### config.mk
export PLATFORM = sky130hd
export DESIGN_NAME = screen_scanner
export DESIGN_NICKNAME = d
export VERILOG_FILES = /design/src/rtl/screen_scanner.sv
export SDC_FILE = /design/constraint.sdc
export NUM_CORES = 1
export LEC_CHECK = 0
export BUFFER_PORTS_ARGS = -buffer_cell sky130_fd_sc_hd__buf_2
export CAP_MARGIN = 25
export CORE_MARGIN = 2
export CORE_UTILIZATION = 58
export CTS_BUF_LIST = sky130_fd_sc_hd__clkbuf_8 sky130_fd_sc_hd__clkbuf_16
export CTS_CLUSTER_DIAMETER = 40
export DETAILED_ROUTE_END_ITERATION = 10
export GPL_TIMING_DRIVEN = 0
export HOLD_SLACK_MARGIN = 0.05
export PLACE_DENSITY = 0.79
export SLEW_MARGIN = 15
export SYNTH_ARGS = -nofsm -noshare
export SYNTH_HDL_FRONTEND = slang
export SYNTH_SLANG_ARGS = --single-unit
### constraint.sdc
create_clock -name clk -period 2.6 [get_ports clk]
set_input_delay 0.26 -clock clk [delete_from_list [all_inputs] [get_ports clk]]
set_output_delay 0.26 -clock clk [all_outputs]
set_load 0.01 [all_outputs]
### src/rtl/screen_scanner.sv
// 640x480 VGA scanner with a two-stage character-tile fetch pipeline.
// Optional frame_pulse output: define SCREEN_SCANNER_FRAME_PULSE_EN.
module screen_scanner #(
    parameter int PIX_DIV = 4,
    parameter int COLS    = 40,
    parameter int ROWS    = 30
) (
    input  logic        clk,
    input  logic        reset_n,
    output logic [10:0] screen_addr,
    input  logic [3:0]  character_code,
    output logic        hsync,
    output logic        vsync,
    output logic        active,
    output logic [3:0]  char_out,
    output logic [3:0]  xoff,
    output logic [3:0]  yoff
`ifdef SCREEN_SCANNER_FRAME_PULSE_EN
    ,
    output logic        frame_pulse
`endif
);

    localparam int DIV_W = (PIX_DIV > 1) ? $clog2(PIX_DIV) : 1;

    localparam logic [9:0] H_VIS   = 10'd640;
    localparam logic [9:0] H_SYNC0 = 10'd656;
    localparam logic [9:0] H_SYNC1 = 10'd751;
    localparam logic [9:0] H_LAST  = 10'd799;
    localparam logic [9:0] V_VIS   = 10'd480;
    localparam logic [9:0] V_SYNC0 = 10'd490;
    localparam logic [9:0] V_SYNC1 = 10'd491;
    localparam logic [9:0] V_LAST  = 10'd524;

    logic [DIV_W-1:0] div;
    logic             tick;
    logic [9:0]       hcount;
    logic [9:0]       vcount;
    logic             h_end;
    logic             v_end;

    logic             vis_c;
    logic             grid_c;
    logic             hs_c;
    logic             vs_c;
    logic [10:0]      addr_c;

    logic             s1_hs;
    logic             s1_vs;
    logic             s1_act;
    logic [3:0]       s1_xoff;
    logic [3:0]       s1_yoff;

    assign tick  = (div == DIV_W'(PIX_DIV - 1));
    assign h_end = (hcount == H_LAST);
    assign v_end = (vcount == V_LAST);

    always_ff @(posedge clk or negedge reset_n) begin
        if (!reset_n) begin
            div <= '0;
        end else if (tick) begin
            div <= '0;
        end else begin
            div <= div + 1'b1;
        end
    end

    always_ff @(posedge clk or negedge reset_n) begin
        if (!reset_n) begin
            hcount <= '0;
            vcount <= '0;
        end else if (tick) begin
            if (h_end) begin
                hcount <= '0;
                vcount <= v_end ? 10'd0 : vcount + 10'd1;
            end else begin
                hcount <= hcount + 10'd1;
            end
        end
    end

    // Grid bound keeps the address inside COLS*ROWS for smaller screens
    always_comb begin
        vis_c  = (hcount < H_VIS) && (vcount < V_VIS);
        grid_c = (32'(hcount[9:4]) < COLS) && (32'(vcount[9:4]) < ROWS);
        hs_c   = !((hcount >= H_SYNC0) && (hcount <= H_SYNC1));
        vs_c   = !((vcount >= V_SYNC0) && (vcount <= V_SYNC1));
        addr_c = '0;
        if (vis_c && grid_c) begin
            addr_c = 11'(vcount[9:4]) * 11'(COLS) + 11'(hcount[9:4]);
        end
    end

    always_ff @(posedge clk or negedge reset_n) begin
        if (!reset_n) begin
            screen_addr <= '0;
            s1_hs       <= 1'b1;
            s1_vs       <= 1'b1;
            s1_act      <= 1'b0;
            s1_xoff     <= '0;
            s1_yoff     <= '0;
        end else if (tick) begin
            screen_addr <= addr_c;
            s1_hs       <= hs_c;
            s1_vs       <= vs_c;
            s1_act      <= vis_c;
            s1_xoff     <= hcount[3:0];
            s1_yoff     <= vcount[3:0];
        end
    end

    always_ff @(posedge clk or negedge reset_n) begin
        if (!reset_n) begin
            hsync    <= 1'b1;
            vsync    <= 1'b1;
            active   <= 1'b0;
            char_out <= '0;
            xoff     <= '0;
            yoff     <= '0;
        end else if (tick) begin
            hsync    <= s1_hs;
            vsync    <= s1_vs;
            active   <= s1_act;
            char_out <= s1_act ? character_code : 4'd0;
            xoff     <= s1_xoff;
            yoff     <= s1_yoff;
        end
    end

`ifdef SCREEN_SCANNER_FRAME_PULSE_EN
    // High for the single clk after the tick that enters vertical blank
    always_ff @(posedge clk or negedge reset_n) begin
        if (!reset_n) begin
            frame_pulse <= 1'b0;
        end else begin
            frame_pulse <= tick && h_end && (vcount == V_VIS - 10'd1);
        end
    end
`endif

endmodule

==> impl_metrics.env <==
export IMPL_num_rows=25
export IMPL_clock_latency_ns=0.33
export IMPL_timing_fmax_mhz=415
export IMPL_grt_first_pass_wirelength_um=8510
export IMPL_final_setup_skew_ns=0.00674
export IMPL_whs_endpoint="char_out[2]"
export IMPL_yosysSeqAreaShare=0.520
export IMPL_drive_gt1_frac=0.253
export IMPL_vias=1950
export IMPL_dr_pass1_iters=4
export IMPL_grt_use_total=0.207
export IMPL_h_tree_depth=3
export IMPL_critPathArrivalTime_ns=2.60
export IMPL_die_h_um=74.1
export IMPL_syn_instance_count=256
export IMPL_end_kind="register"
export IMPL_layout_commonest_cell="dfrtp_1"
export IMPL_drtIter0Drc=145
export IMPL_wirelength_met1_um=2420
export IMPL_clk_pin_slew_ns=0.06
export IMPL_cp_max_fo=7
export IMPL_setup_violations=0
export IMPL_die_x_um=74.1
export IMPL_hold_path_class="in -> reg"
export IMPL_required_ns=2.79
export IMPL_ant_nets=0
export IMPL_fp_dieArea_um2=5490
export IMPL_clk_path_buf_depth=2
export IMPL_wl_um=5070
export IMPL_wl_per_cell_um=13.7
export IMPL_start_util=0.603
export IMPL_grt_max_degree=60
export IMPL_p_per_area_nw_per_um2=556
export IMPL_area_delta_synth_final_pct=17.0
export IMPL_layout_common_cells="dfrtp_1, inv_1, buf_2"
export IMPL_cts_root_buffer="clkbuf_8"
export IMPL_slew_headroom=0.515
export IMPL_stdcell_area_um2=3330
export IMPL_min_from="character_code[2]"
export IMPL_synth_avg_cell_area_um2=11.1
export IMPL_drv_slew=0
export IMPL_met3_length_um=156
export IMPL_tightest_slew_ns=0.727
export IMPL_antenna_cells=0
export IMPL_cts_tree="built"
export IMPL_wl_met2_um=2430
export IMPL_place_area_um2=3090
export IMPL_rsz0062_at_grt="no"
export IMPL_final_core_util=0.706
export IMPL_timing_hold_ws_ns=0.172
export IMPL_ys_warn_count=0
export IMPL_synth_nets=280
export IMPL_leakage_nw=1.53
export IMPL_overflow=0
export IMPL_vdd_drop_max_mv=0.301
export IMPL_first_global_vias=1855
export IMPL_hold_depth=3
export IMPL_routed_top_layer="met4"
export IMPL_cts_sinks=59
export IMPL_synth_cell_types=35
export IMPL_coreArea_um2=4720
export IMPL_status="completed"
export IMPL_maxCapViolations=0
export IMPL_critPathLaunchType="register"
export IMPL_period_share=0.927
export IMPL_gp_congestion=0.847
export IMPL_finalHoldViolCount=0
export IMPL_min_period_ns=2.41
export IMPL_r2r_start="vcount[5]"
export IMPL_reg2reg_depth=8
export IMPL_nFillCells=326
export IMPL_viasPerCell=5.26
export IMPL_ys_ff_latch=59
export IMPL_drcViolationCount=0
export IMPL_finalSetupTns_ns=0
export IMPL_pin_count=32
export IMPL_synth_area_um2=2850
export IMPL_antenna_found_initial=0
export IMPL_worstSetupPathType="reg -> reg"
export IMPL_worst_r2r_endpoint="screen_addr[10]"
export IMPL_io_buffers=31
export IMPL_r2r_slack_ns=0.19
export IMPL_nNetsFinal=323
export IMPL_hpwl_um=3490
export IMPL_cts_buffers=9
cell usage after synthesis:
cell      instances  area, um^2
a21oi_1           7        35.0
mux2_2           19         214
o31ai_1           1        7.51
nand4_1           7        43.8
ha_1             16         200
nor2b_1           1        6.26
dfrtp_1          55        1380
nand3b_1          1        7.51
nor4_1            2        12.5
xnor2_1          14         123
nor2_1           17        63.8
a21o_1            1        7.51
nand2b_1          1        6.26
o31a_1            1        8.76
inv_1            32         120
fa_1              2        40.0
nand4b_1          2        17.5
buf_4             2        15.0
nand4_4           1        21.3
dfstp_2           4         105
nand2_2           1        6.26
nor3b_1           1        7.51
and3_1            2        12.5
or4b_2            1        10.0
xor2_1            9        78.8
nand3_1           9        45.0
clkbuf_1          6        22.5
o21ai_0          12        60.1
o22ai_1          11        68.8
or3_1             1        6.26
nor3_1            7        35.0
nor4_4            1        21.3
and4b_1           1        10.0
nand2_1           7        26.3
or4_1             1        7.51
metrics by stage:
step                      std cells  worst slack, ns  power [mW]
after global routing            371           0.0295        1.92
after detailed placement        354            0.151       0.969
after CTS                       371            0.148        1.87
after floorplan                 256            0.351       0.944
after global placement          354            0.163       0.968
final                           371            0.189        1.85
layer usage:
| layer | vias up | GRT usage |
|---|---|---|
| met1 | 948 | 0.277 |
| met4 | 0 | 0.0970 |
| li1 | 962 | - |
| met2 | 34 | 0.325 |
| met5 | - | 0 |
| met3 | 6 | 0.0407 |
cell type report:
class	instances	area (um^2)	share of cell area
flip-flops and latches	59	1480	0.444
inverters	32	120	0.0360
multi-input cells	157	1220	0.367
clock buffers	10	138	0.0413
repair buffers	32	168	0.0503
clock inverters	6	81.3	0.0244
plain buffers	8	37.5	0.0113
well taps	67	83.8	0.0252
state kept, by name, summed over array words and instances, names as in the netlist, 2 cells and up:
signal       flops
char_out         4
div              2
hcount          10
xoff             4
s1_yoff          4
vcount          10
yoff             4
screen_addr     11
s1_xoff          4
worst max-delay path, stage by stage, from the launching register on:
cell and delay (ns):
dfrtp_1 0.46, ha_1 0.32, ha_1 0.22, inv_1 0.08
fa_1 0.46, nand3b_1 0.22, nor4_2 0.28, xnor2_1 0.15
o22ai_1 0.08
how the worst max path moves through the flow:
stage                           end  slack [ns]      start
floorplan           screen_addr[10]        0.35  vcount[5]
global placement    screen_addr[10]        0.16  vcount[5]
detailed placement  screen_addr[10]        0.15  vcount[5]
CTS                 screen_addr[10]        0.15  vcount[5]
global route        screen_addr[10]        0.03  vcount[5]
finish              screen_addr[10]        0.19  vcount[5]
cells by family (layout without fill, tap and decap cells):
kind of cell               after synthesis  count (layout)  synth area share
AOI/OAI and AO/OA                       33              33            0.0659
xor gates and xnor gates                23              23            0.0707
adders and majority gates               18              18            0.0843
buffers and inverters                   40              88            0.0553
DFF                                     59              59             0.520
muxes                                   19              19            0.0751
and+or+nand+nor                         64              64             0.129
what timing repair did:
item / 4_1_cts / 5_1_grt
endpoints found under the setup margin: 0 / 1
resized for setup: 0 / 2
buffers inserted: 0 / 0
hold buffers: 1 / 0
hold endpoints to repair: 55 / 0
power by group:
group	total, mW	switching [mW]	internal, mW
Combinational	0.0288	0.0216	0.00716
Clock	0.901	0.343	0.559
Sequential	0.923	0.00132	0.922
Total	1.85	0.366	1.49
Note: power is estimated with default switching activity, not from simulation.
